File: src/rtl/jpeg_byte_stuffer.sv
// ---------------------------------------------------------------------------
// jpeg_byte_stuffer
//
// Drains 32-bit entropy-coded words from the upstream output FIFO and
// serialises them MSB byte first onto a byte-wide valid/ready stream.
// Every 0xFF data byte is followed by a 0x00 stuff byte when
// ENABLE_STUFF=1. When end-of-image has been requested and the FIFO is
// empty, the two-byte EOI marker is appended without stuffing.
//
// Ports
//   clk          system clock, rising edge
//   rst          asynchronous active-high reset
//   fifo_empty   FIFO empty flag
//   read_req     FIFO read request (only ever asserted in IDLE)
//   read_data    FIFO read word, valid one cycle after read_req
//   rdata_valid  strobe qualifying read_data
//   eoi_req      end-of-image pulse; marker follows once data is drained
//   byte_out     output byte (0x00 whenever byte_valid is low)
//   byte_valid   byte_out is valid
//   byte_ready   downstream accepts byte_out when byte_valid && byte_ready
//   eoi_done     one-cycle pulse after the marker low byte is accepted
//   byte_count   total accepted bytes (data, stuff and marker), wraps
//
// State    | meaning
// ---------+---------------------------------------------------------
// S_IDLE   | waiting for data or a pending EOI; read_req = !fifo_empty
// S_WAIT   | read issued, capturing the word on rdata_valid
// S_SHIFT  | presenting data byte byte_idx of the held word
// S_STUFF  | presenting the 0x00 that follows a 0xFF data byte
// S_EOI_HI | presenting the marker high byte
// S_EOI_LO | presenting the marker low byte
// S_DONE   | eoi_done pulse, then back to idle
// ---------------------------------------------------------------------------
module jpeg_byte_stuffer #(
    parameter bit          ENABLE_STUFF = 1'b1,
    parameter logic [15:0] EOI_MARKER   = 16'hFFD9
) (
    input  logic        clk,
    input  logic        rst,
    input  logic        fifo_empty,
    output logic        read_req,
    input  logic [31:0] read_data,
    input  logic        rdata_valid,
    input  logic        eoi_req,
    output logic [7:0]  byte_out,
    output logic        byte_valid,
    input  logic        byte_ready,
    output logic        eoi_done,
    output logic [31:0] byte_count
);

    typedef enum logic [2:0] {
        S_IDLE,
        S_WAIT,
        S_SHIFT,
        S_STUFF,
        S_EOI_HI,
        S_EOI_LO,
        S_DONE
    } state_t;

    state_t      state_q, state_d;
    logic [31:0] word_q, word_d;
    logic [1:0]  byte_idx_q, byte_idx_d;
    logic        eoi_pending_q, eoi_pending_d;
    logic        byte_valid_q, byte_valid_d;
    logic [7:0]  byte_out_q, byte_out_d;
    logic        eoi_done_q, eoi_done_d;
    logic [31:0] byte_count_q, byte_count_d;

    logic        accept;
    logic [1:0]  idx_inc;

    function automatic logic [7:0] pick_byte(input logic [31:0] w, input logic [1:0] idx);
        logic [7:0] b;
        case (idx)
            2'd0:    b = w[31:24];
            2'd1:    b = w[23:16];
            2'd2:    b = w[15:8];
            default: b = w[7:0];
        endcase
        return b;
    endfunction

    assign accept  = byte_valid_q && byte_ready;
    assign idx_inc = byte_idx_q + 2'd1;

    // Gated with rst so the request is low while reset is held even though
    // the FSM already sits in IDLE.
    assign read_req   = (state_q == S_IDLE) && !fifo_empty && !rst;
    assign byte_out   = byte_out_q;
    assign byte_valid = byte_valid_q;
    assign eoi_done   = eoi_done_q;
    assign byte_count = byte_count_q;

    // Outputs are computed together with the next state so byte_out/byte_valid
    // come straight from flops and stay stable while the consumer stalls.
    always_comb begin
        state_d       = state_q;
        word_d        = word_q;
        byte_idx_d    = byte_idx_q;
        byte_valid_d  = byte_valid_q;
        byte_out_d    = byte_out_q;
        eoi_done_d    = 1'b0;
        eoi_pending_d = eoi_pending_q | eoi_req;
        byte_count_d  = accept ? byte_count_q + 32'd1 : byte_count_q;

        case (state_q)
            S_IDLE: begin
                if (!fifo_empty) begin
                    state_d = S_WAIT;
                end else if (eoi_pending_q) begin
                    state_d      = S_EOI_HI;
                    byte_valid_d = 1'b1;
                    byte_out_d   = EOI_MARKER[15:8];
                end
            end
            S_WAIT: begin
                if (rdata_valid) begin
                    state_d      = S_SHIFT;
                    word_d       = read_data;
                    byte_idx_d   = 2'd0;
                    byte_valid_d = 1'b1;
                    byte_out_d   = read_data[31:24];
                end
            end
            S_SHIFT: begin
                if (accept) begin
                    if (ENABLE_STUFF && (byte_out_q == 8'hFF)) begin
                        state_d    = S_STUFF;
                        byte_out_d = 8'h00;
                    end else if (byte_idx_q == 2'd3) begin
                        state_d      = S_IDLE;
                        byte_valid_d = 1'b0;
                        byte_out_d   = 8'h00;
                    end else begin
                        byte_idx_d = idx_inc;
                        byte_out_d = pick_byte(word_q, idx_inc);
                    end
                end
            end
            S_STUFF: begin
                if (accept) begin
                    if (byte_idx_q == 2'd3) begin
                        state_d      = S_IDLE;
                        byte_valid_d = 1'b0;
                        byte_out_d   = 8'h00;
                    end else begin
                        state_d    = S_SHIFT;
                        byte_idx_d = idx_inc;
                        byte_out_d = pick_byte(word_q, idx_inc);
                    end
                end
            end
            S_EOI_HI: begin
                if (accept) begin
                    state_d    = S_EOI_LO;
                    byte_out_d = EOI_MARKER[7:0];
                end
            end
            S_EOI_LO: begin
                if (accept) begin
                    state_d       = S_DONE;
                    byte_valid_d  = 1'b0;
                    byte_out_d    = 8'h00;
                    eoi_done_d    = 1'b1;
                    // A request landing on the final marker byte re-arms for another marker.
                    eoi_pending_d = eoi_req;
                end
            end
            S_DONE: begin
                state_d = S_IDLE;
            end
            default: begin
                state_d      = S_IDLE;
                byte_valid_d = 1'b0;
                byte_out_d   = 8'h00;
            end
        endcase
    end

    always_ff @(posedge clk or posedge rst) begin
        if (rst) begin
            state_q       <= S_IDLE;
            word_q        <= 32'd0;
            byte_idx_q    <= 2'd0;
            eoi_pending_q <= 1'b0;
            byte_valid_q  <= 1'b0;
            byte_out_q    <= 8'h00;
            eoi_done_q    <= 1'b0;
            byte_count_q  <= 32'd0;
        end else begin
            state_q       <= state_d;
            word_q        <= word_d;
            byte_idx_q    <= byte_idx_d;
            eoi_pending_q <= eoi_pending_d;
            byte_valid_q  <= byte_valid_d;
            byte_out_q    <= byte_out_d;
            eoi_done_q    <= eoi_done_d;
            byte_count_q  <= byte_count_d;
        end
    end

endmodule

File: config.mk
export PLATFORM = sky130hd
export DESIGN_NAME = jpeg_byte_stuffer
export DESIGN_NICKNAME = d
export VERILOG_FILES = /design/src/rtl/jpeg_byte_stuffer.sv
export SDC_FILE = /design/constraint.sdc
export NUM_CORES = 1
export LEC_CHECK = 0
export BUFFER_PORTS_ARGS = -buffer_cell sky130_fd_sc_hd__buf_4
export CAP_MARGIN = 10
export CORE_MARGIN = 4
export CORE_UTILIZATION = 60
export CTS_BUF_LIST = sky130_fd_sc_hd__clkbuf_4 sky130_fd_sc_hd__clkbuf_8
export CTS_CLUSTER_SIZE = 25
export DETAILED_ROUTE_END_ITERATION = 6
export PLACE_DENSITY = 0.87
export SETUP_SLACK_MARGIN = 0.02
export SLEW_MARGIN = 20
export SYNTH_ARGS = -nofsm -noshare
export SYNTH_HDL_FRONTEND = slang
export SYNTH_SLANG_ARGS = --single-unit
File: constraint.sdc
create_clock -name clk -period 6.2 [get_ports clk]
set_clock_uncertainty 0.05 [all_clocks]
set_input_delay 0.31 -clock clk [delete_from_list [all_inputs] [get_ports clk]]
set_output_delay 0.31 -clock clk [all_outputs]
set_load 0.01 [all_outputs]
After elaboration in Yosys (flattened, before gate mapping)
Cells that the tools add are included.
W data, S select, Z words.
{"block": "classes", "addsub": 2, "eq_ne": 20, "muxes": 41, "n_bitwise": 3, "n_reduce_logical": 14}
{"op": "$mux W8", "count": 9}
{"op": "$pmux W8 S7", "count": 1}
{"op": "$add A32 B1 Y32 const B", "count": 1}
{"op": "$mux W3", "count": 9}
{"op": "$pmux W8 S3", "count": 1}
{"op": "$pmux W3 S6", "count": 1}
{"op": "$ne A2 B2 Y1 const B", "count": 8}
{"op": "$reduce_and A8 Y1", "count": 2}
{"op": "$mux W1", "count": 12}
{"op": "$mux W2", "count": 6}
{"op": "$eq A3 B3 Y1 const B", "count": 3}
{"op": "$eq A8 B8 Y1 const B", "count": 1}
{"op": "$reduce_and A7 Y1", "count": 1}
{"op": "$eq A3 B2 Y1 const B", "count": 2}
{"op": "$ne A3 B3 Y1 const B", "count": 2}
{"op": "$pmux W1 S6", "count": 1}
{"op": "$pmux W2 S3", "count": 1}
{"op": "$reduce_and A5 Y1", "count": 1}
{"op": "$eq A2 B2 Y1 const B", "count": 2}
{"op": "$eq A3 B1 Y1 const B", "count": 1}
{"op": "$logic_and A1 B1 Y1", "count": 3}
{"op": "$logic_not A3 Y1", "count": 1}
{"op": "$reduce_bool A3 Y1", "count": 1}
{"op": "$add A2 B1 Y2 const B", "count": 1}
{"op": "other kinds (7)", "count": 9}
{"block": "totals", "regBits": 80, "input_bits": 38, "word_cells": 88}

Depth between registers and ports, before layout
Gate-level depths: netlist (run 1).
{"block": "logic_depth", "depth_word": 7, "mapped_depth": 7, "mapped_depth_nobuf": 6}

Least setup slack after synthesis (run 1)
No wires, ideal clock.
{"block": "synth_path", "kind": "register -> register", "startpoint": "register byte_idx_q[0]", "endpoint": "register byte_idx_q[0]", "setup_ns": 0.125, "t_arrival_ns": 1.429, "t_required_ns": 6.025, "path_slack_ns": 4.596, "path_stages_with_launch": 6, "n_path_buf": 0, "period_less_slack_ns": 1.604, "path_cell_list": "dfrtp_1 > ha_1 > nor2_1 > a21oi_1 > a31oi_1 > mux2_2"}
{"block": "synth_between", "elab_chain_cells": 5}
{"item": "from (decl)", "line_no": "64", "source": "logic [1:0] byte_idx_q, byte_idx_d;"}
{"item": "from (signal assigned)", "line_no": "195", "source": "byte_idx_q <= byte_idx_d;"}
{"item": "$add A2 B1 Y2 / $eq A2 B2 Y1 (equally long branches)", "line_no": "86, 132, 144"}
{"item": "$mux W2 *", "line_no": "132, 144"}
{"item": "$mux W2", "line_no": "129", "source": "if (ENABLE_STUFF && (byte_out_q == 8'hFF)) begin"}
{"item": "$mux W2", "line_no": "128", "source": "if (accept) begin"}
{"item": "$pmux W2 S3 *", "line_no": "108", "source": "case (state_q)"}
Every way passes the cells marked *; elsewhere a longest branch is shown, timed or not. The select of a mux whose other input is x is not followed.
A chain may end at the register's enable or synchronous reset.

Worst setup path in the final report (run 1)
{"block": "layout_path", "startpoint": "register state_q[1]", "endpoint": "register byte_idx_q[0]"}
{"block": "layout_between", "elab_chain_cells": 3}
{"item": "from (decl)", "line_no": "62", "source": "state_t state_q, state_d;"}
{"item": "from (signal assigned)", "line_no": "193", "source": "state_q <= state_d;"}
{"item": "$eq A3 B2 Y1 / $eq A3 B1 Y1 (equally long branches)", "line_no": "108"}
{"item": "$ne A2 B2 Y1 (no line) / $reduce_bool A3 Y1 (equally long branches)"}
{"item": "$reduce_and A5 Y1 (no line)"}
Parallel ways exist; a longest one is shown, timed or not.

==> impl_results.md, run 1 <==
* Outcome: finished, final reports clean
* Final setup violation count at 0
* Synthesized area at approximately 0.0038 mm2
* Area of the multi-input gates at about 0.0017 mm2
* Finished Layout Cells at approximately 500
* Yosys Warn Count at 0
* Syn_area_per_cell at approximately 12 um2
* Final ANT Viol Nets at 0
* Clk buf depth at 2
* Syn nets at 376
* Final #Nets at roughly 450
* CTS clk-pin slew, worst paths at 0.08 ns
* Row cnt at 28
* Worst reg2reg path depth at 6
* Global-route wire length before repair at 13700 um
* Power Dens Cells at between 400 and 500 mW/mm2
* FF+latch count, synth at 80
* Total gr overflow at 0
* Share of synthesized registers carrying an async set or reset at 100%
* Number of max-cap violations at 0
* Max incr delay on CP at just over 0.6 ns
* Fmax at about 0.43 GHz
* Worst vdd ir at slightly above 0.3 mV
* Die H at between 80 and 90 um
* RSZ-0062 raised after global routing: no
* Routability Congestion at between 0.8 and 0.9
* Static leakage at 2.20 nW
* Hold buffer count at cts at 0
* Crit path DAT at 2.48 ns
* GRT Util Overall at between 20% and 30%
* Fin crit period at around 2.3 ns
* Post-synthesis sequential area ratio at 52.1%
* Final hold violations at 0
* Starting Density at a little under two thirds
* Max Slew Vio Count at 0
* Setup repair bufs after CTS at 0
* Critical path origin: state_q[1]
* Cts repair resizes at 0
* Worst EP required at around 6.4 ns
* Synthesis-to-finish area growth at 22.0%
* Placeable Area at approximately 0.006 mm2
* CP endpoint kind: flip-flop
* Number of H-tree levels at 3
* Number of antenna violations at the first check in global routing at 0
* Gate count of the mapped netlist at around 330
* Clk sinks at 80
* Most common cell after layout, fill and taps aside: buf_4
* Routed length per instance at roughly 18 um
* Min-delay src: eoi_req
* Critical path class: flip-flop to flip-flop
* DRC Markers at 0
* Buf+Inv Stages, Crit Path at 1
* Worst-path maximum fanout at 33
* Fillers at just under 400
* Via Count at ~2900
* R2r startpoint: state_q[1]
* TNS Setup at 0 ns
* Most frequent cells in the layout: buf_4 (82), dfrtp_1 (80), mux2_2 (33)
* Post-synth top flop: dfrtp_1
* CTS tree: yes
* Die footprint at 0.00774 mm2
* Nature of the critical path startpoint: flip-flop
* Routed WL at ~8600 um
* Rel. slew slack at between 30% and 40%
* Worst hold path class: primary input to flip-flop
* Delay-heaviest family, CP: flip-flops
* Root buffer cell: clkbuf_8
* First-pass DRT Iterations at 5
* CP max-delay cell: dfrtp_1
* Register Area at between 0.002 and 0.0025 mm2
* I/O Buffers at 80
* Iteration-0 DRC Markers at around 180
* Worst path cell trace: nor2b_1 > and3_1 > buf_4 > a21oi_1 > a31oi_1 > mux2_2
* ANT cells at 0
* Vias in the first global route at 2890
* Vias per inst at around 6.0
* Worst slew pin tran at between 0.9 and 1 ns
* Post-synth EDFFs at 0
* WHS Path Cells at 2
* Worst skew pair latency at 0.34 ns
* Tot Pwr at approximately 0.002 W
* Final worst path period share at between 30% and 40%
* Die Span X at approximately 88 um
* DP HPWL at 6100 um
* DP Cell Count at between 400 and 500
* Number of stages on the worst setup path at 6
* Fraction of layout cells with a size suffix above 1 at between 30 and 40%
* Distinct cell type count after synthesis at 50
* I/O pin cnt at between 80 and 90
* Largest net degree at the start of global routing at 81
* Clock buffer count from CTS at 9
## cells in the mapped netlist, types with 2 or more instances
master | count | area (um2)
nand3_1 | 9 | 45.0
o21ai_0 | 14 | 70.1
xnor2_1 | 23 | 201
o2bb2ai_1 | 8 | 70.1
o2111ai_2 | 2 | 30.0
and3_1 | 7 | 43.8
and4_1 | 3 | 26.3
nor3_1 | 2 | 10.0
nand4_1 | 8 | 50.1
buf_2 | 6 | 30.0
a21boi_0 | 3 | 22.5
buf_4 | 4 | 30.0
mux2_2 | 33 | 372
a222oi_1 | 8 | 80.1
o22ai_1 | 2 | 12.5
nand2_1 | 30 | 113
ha_1 | 6 | 75.1
dfrtp_1 | 80 | 2000
nor2_1 | 16 | 60.1
a31oi_1 | 3 | 18.8
inv_1 | 10 | 37.5
clkbuf_1 | 5 | 18.8
a2bb2oi_1 | 5 | 43.8
a21oi_1 | 12 | 60.1
xor2_1 | 8 | 70.1
## power breakdown
part / total, W / switching, W / internal [W]
Combinational: 0.000745 / 0.000379 / 0.000366
Sequential: 0.000845 / 0.000156 / 0.000689
Clock: 0.000415 / 0.000185 / 0.000230
## metrics by stage
| step | hold slack (ns) | worst slack [ns] | area [um2] | util, % |
|---|---|---|---|---|
| 3_3_place_gp | 0.414 | 3.99 | 4470 | 73.8 |
| 5_1_grt | 0.103 | 3.74 | 4680 | 77.3 |
| 3_5_place_dp | 0.414 | 3.92 | 4470 | 73.8 |
| 2_1_floorplan | 0.374 | 3.79 | 3840 | - |
| 4_1_cts | 0.102 | 3.91 | 4680 | 77.3 |
| 6_report | 0.110 | 3.89 | 4680 | 77.3 |
## flip-flops by register name, summed over array words and instances (netlist names)
signal / count
byte_count: 32
byte_valid: 1
byte_out: 8
word_q: 32
state_q: 3
eoi_pending_q: 1
eoi_done: 1
byte_idx_q: 2
## cell families (layout without fill, tap and decap cells)
family | after synthesis | count (layout) | synth area share (%)
buffers and inverters | 25 | 107 | 3.03
multiplexers | 34 | 34 | 9.94
AO/OA/AOI/OAI | 69 | 69 | 13.5
flip-flops | 80 | 80 | 52.1
AND/OR/NAND/NOR | 87 | 87 | 12.4
adder cells (fa/ha/maj) | 6 | 6 | 1.95
XOR/XNOR | 31 | 31 | 7.07
## cell type report
cell class | count | area share, %
clock buffer | 10 | 2.81
sequential | 80 | 42.7
timing repair buffer | 82 | 13.1
inverter | 10 | 0.801
clock inverter | 5 | 1.74
tap | 75 | 2.00
multi-input combinational | 227 | 36.8
## path summary, 6_finish.rpt
kind	endpoint	slack, ns
min in group asynchronous	eoi_done	0.23
max in group asynchronous	byte_count[22]	5.22
setup / recovery	byte_idx_q[0]	3.89
hold / removal	eoi_pending_q	0.11
hold reg to reg	byte_count[31]	0.42
setup reg to reg	byte_idx_q[0]	3.89
## routing by layer
| layer | up-vias | wire length, um | track usage, % |
|---|---|---|---|
| met5 | - | 0 | 0 |
| met1 | 1419 | 3700 | 30.4 |
| met2 | 133 | 4220 | 37.7 |
| met3 | 14 | 517 | 3.10 |
| met4 | 0 | 156 | 8.23 |
| li1 | 1356 | - | - |
Note: power is estimated with default switching activity, not from simulation.
==> inputs of run 2 (changes only) <==
Settings changed: CORE_UTILIZATION 60 to 57, PLACE_DENSITY 0.87 to 0.83.
Clock period 6.2 ns to 2.3 ns, I/O delays scaled along.
==> impl_results.md, run 2 (synthesis gave the netlist of run 1 again) <==
* Outcome: finished, final reports clean
* Total gr overflow at 0 (unchanged)
* Worst path cell trace: nand2b_1 > nor2_1 > a21boi_2 > a21boi_0 > o2bb2ai_1
* Power Dens Cells at 1090 mW/mm2 (+160%)
* Most common cell after layout, fill and taps aside: buf_4
* Worst EP required at 2.52 ns (-3.85 ns)
* Fillers at 386 (-2.0%)
* Final hold violations at 0 (unchanged)
* I/O pin cnt at 81 (unchanged)
* Synthesis-to-finish area growth at 32.0%
* Number of H-tree levels at 3 (unchanged)
* Row cnt at 29 (+3.6%)
* Worst reg2reg path depth at 5 (-1)
* Number of max-cap violations at 0 (unchanged)
* Area of the multi-input gates at 0.00172 mm2 (unchanged)
* WHS Path Cells at 4 (+2)
* Static leakage at 2.36 nW (+7.3%)
* Largest net degree at the start of global routing at 60 (-26%)
* Worst slew pin tran at 0.492 ns (-0.493 ns)
* Crit path DAT at 2.24 ns (-0.24 ns)
* Fraction of layout cells with a size suffix above 1 at 32.3% (-2.0 points)
* Final setup violation count at 0 (unchanged)
* Fmax at 0.494 GHz (+14%)
* Endpoint, Worst Hold: byte_count[1]
* Pre-CTS worst setup slack at 0.407 ns (-3.51 ns)
* Via Count at 3147 (+7.7%)
* Rel. slew slack at 67.1% (+33 points)
* TNS Setup at 0 ns (unchanged)
* Worst-path maximum fanout at 17 (-48%)
* WHS at 0.0421 ns (-0.0674 ns)
* Final #Nets at 491 (+8.1%)
* Worst hold path class: primary input to flip-flop
* Worst skew pair latency at 0.35 ns (about the same)
* Vias in the first global route at 3201 (+11%)
* Worst R2R Setup Slack at 0.27 ns (-3.62 ns)
* CP endpoint kind: flip-flop
* Final worst path period share at 88.1% (+51 points)
* Die Span X at 90.1 um (+2.4%)
* Clk sinks at 80 (unchanged)
* Register Area at 0.00200 mm2 (unchanged)
* Max Slew Vio Count at 0 (unchanged)
* Routed WL at 9860 um (+15%)
* Starting Density at 59.5% (-3.9 points)
* First-pass DRT Iterations at 7 (+2)
* CTS clk-pin slew, worst paths at 0.09 ns (about the same)
* Root buffer cell: clkbuf_8
* DRC Markers at 0 (unchanged)
* Min-delay src: byte_ready
* Setup repair bufs after CTS at 0 (unchanged)
* Placeable Area at 0.00646 mm2 (+6.6%)
* Clk buf depth at 2 (unchanged)
* GRT Util Overall at 24.7% (+2.1 points)
* Worst r2r dst: byte_out[1]
* Global-route wire length before repair at 16100 um (+18%)
* CTS tree: yes
* Vias per inst at 5.94 (-0.63%)
* Most frequent cells in the layout: buf_4 (83), dfrtp_1 (80), dlygate4sd3_1 (34)
* Routed length per instance at 18.6 um (+5.9%)
* Die H at 90.1 um (+2.4%)
* Final ANT Viol Nets at 0 (unchanged)
* I/O Buffers at 80 (unchanged)
* Max incr delay on CP at 0.65 ns (+0.04 ns)
* Number of antenna violations at the first check in global routing at 1 (+1)
* CP max-delay cell: dfrtp_1
* RSZ-0062 raised after global routing: no
* Critical path origin: state_q[1]
* Nature of the critical path startpoint: flip-flop
* Iteration-0 DRC Markers at 253 (+38%)
* Die footprint at 0.00811 mm2 (+4.8%)
* DP HPWL at 6190 um (+1.5%)
* Critical path class: flip-flop to flip-flop
* Post-route setup slack at 0.274 ns (-3.62 ns)
* Fin crit period at 2.03 ns (-0.285 ns)
* Tot Pwr at 0.00554 W (+180%)
* R2r startpoint: state_q[1]
* Worst vdd ir at 0.782 mV (+150%)
* Routability Congestion at 0.933 (+7.2%)
* Clock buffer count from CTS at 9 (unchanged)
-- run 2: cell types whose count changed in the layout (fill, tap and decap cells not counted), sizes merged --
cell         change
inv              +1
dlygate4sd3     +34
clkinv           +2
bufinv           -1
buf              +3
clkbuf           -1
diode            +1
-- run 2: critical path, delay by kind of cell (launching register included) --
family	cells	cell delay, ns
and+or+nand+nor	2	0.46
DFF	1	0.65
AOI/OAI and AO/OA	3	0.79
-- run 2: metrics by stage --
stage          instances  util (%)  instance area (um2)
2_1_floorplan        332         -                 3840
3_3_place_gp         479      70.0                 4520
3_5_place_dp         479      70.0                 4520
4_1_cts              529      78.4                 5060
5_1_grt              530      78.5                 5070
6_report             530      78.5                 5070
-- run 2: power by group --
group / total (W) / leakage, nW / switching (W) / internal (W)
combinational: 0.00214 / 1.23 / 0.00108 / 0.00107
clock: 0.00107 / 0.102 / 0.000559 / 0.000515
sequential: 0.00232 / 1.02 / 0.000462 / 0.00186
total: 0.00554 / 2.36 / 0.00210 / 0.00344
-- run 2: metal layers --
metal	part of all wire (%)	vias up	wire length [um]	track usage, %
met3	8.3	32	814	5.76
met5	0	-	0	0
met1	40	1497	3950	31.1
met2	48	181	4770	40.4
met4	3.3	0	328	11.7
li1	-	1437	-	-
-- run 2: repair_timing --
item	in CTS	in global routing
gates resized for setup	0	0
setup endpoints to repair	0	0
endpoints found under the hold margin	54	0
hold buffers	34	0
-- run 2: worst max path at each step --
| stage | cells after the start | slack (ns) | end |
|---|---|---|---|
| floorplan | 1 | 0.08 | byte_count[0] |
| global placement | 5 | 0.48 | byte_idx_q[0] |
| detailed placement | 5 | 0.41 | byte_idx_q[0] |
| CTS | 5 | 0.36 | byte_idx_q[0] |
| global route | 5 | 0.21 | byte_out[1] |
| finish | 5 | 0.27 | byte_out[1] |
-- run 2: final cells by class --
cell class	count	area share, %
diodes	1	0.0494
clock buffers	9	2.44
clock inverters	7	1.58
inverters	10	0.741
multi-input cells	227	34.0
flip-flops and latches	80	39.5
well taps	77	1.90
repair buffers	119	19.8
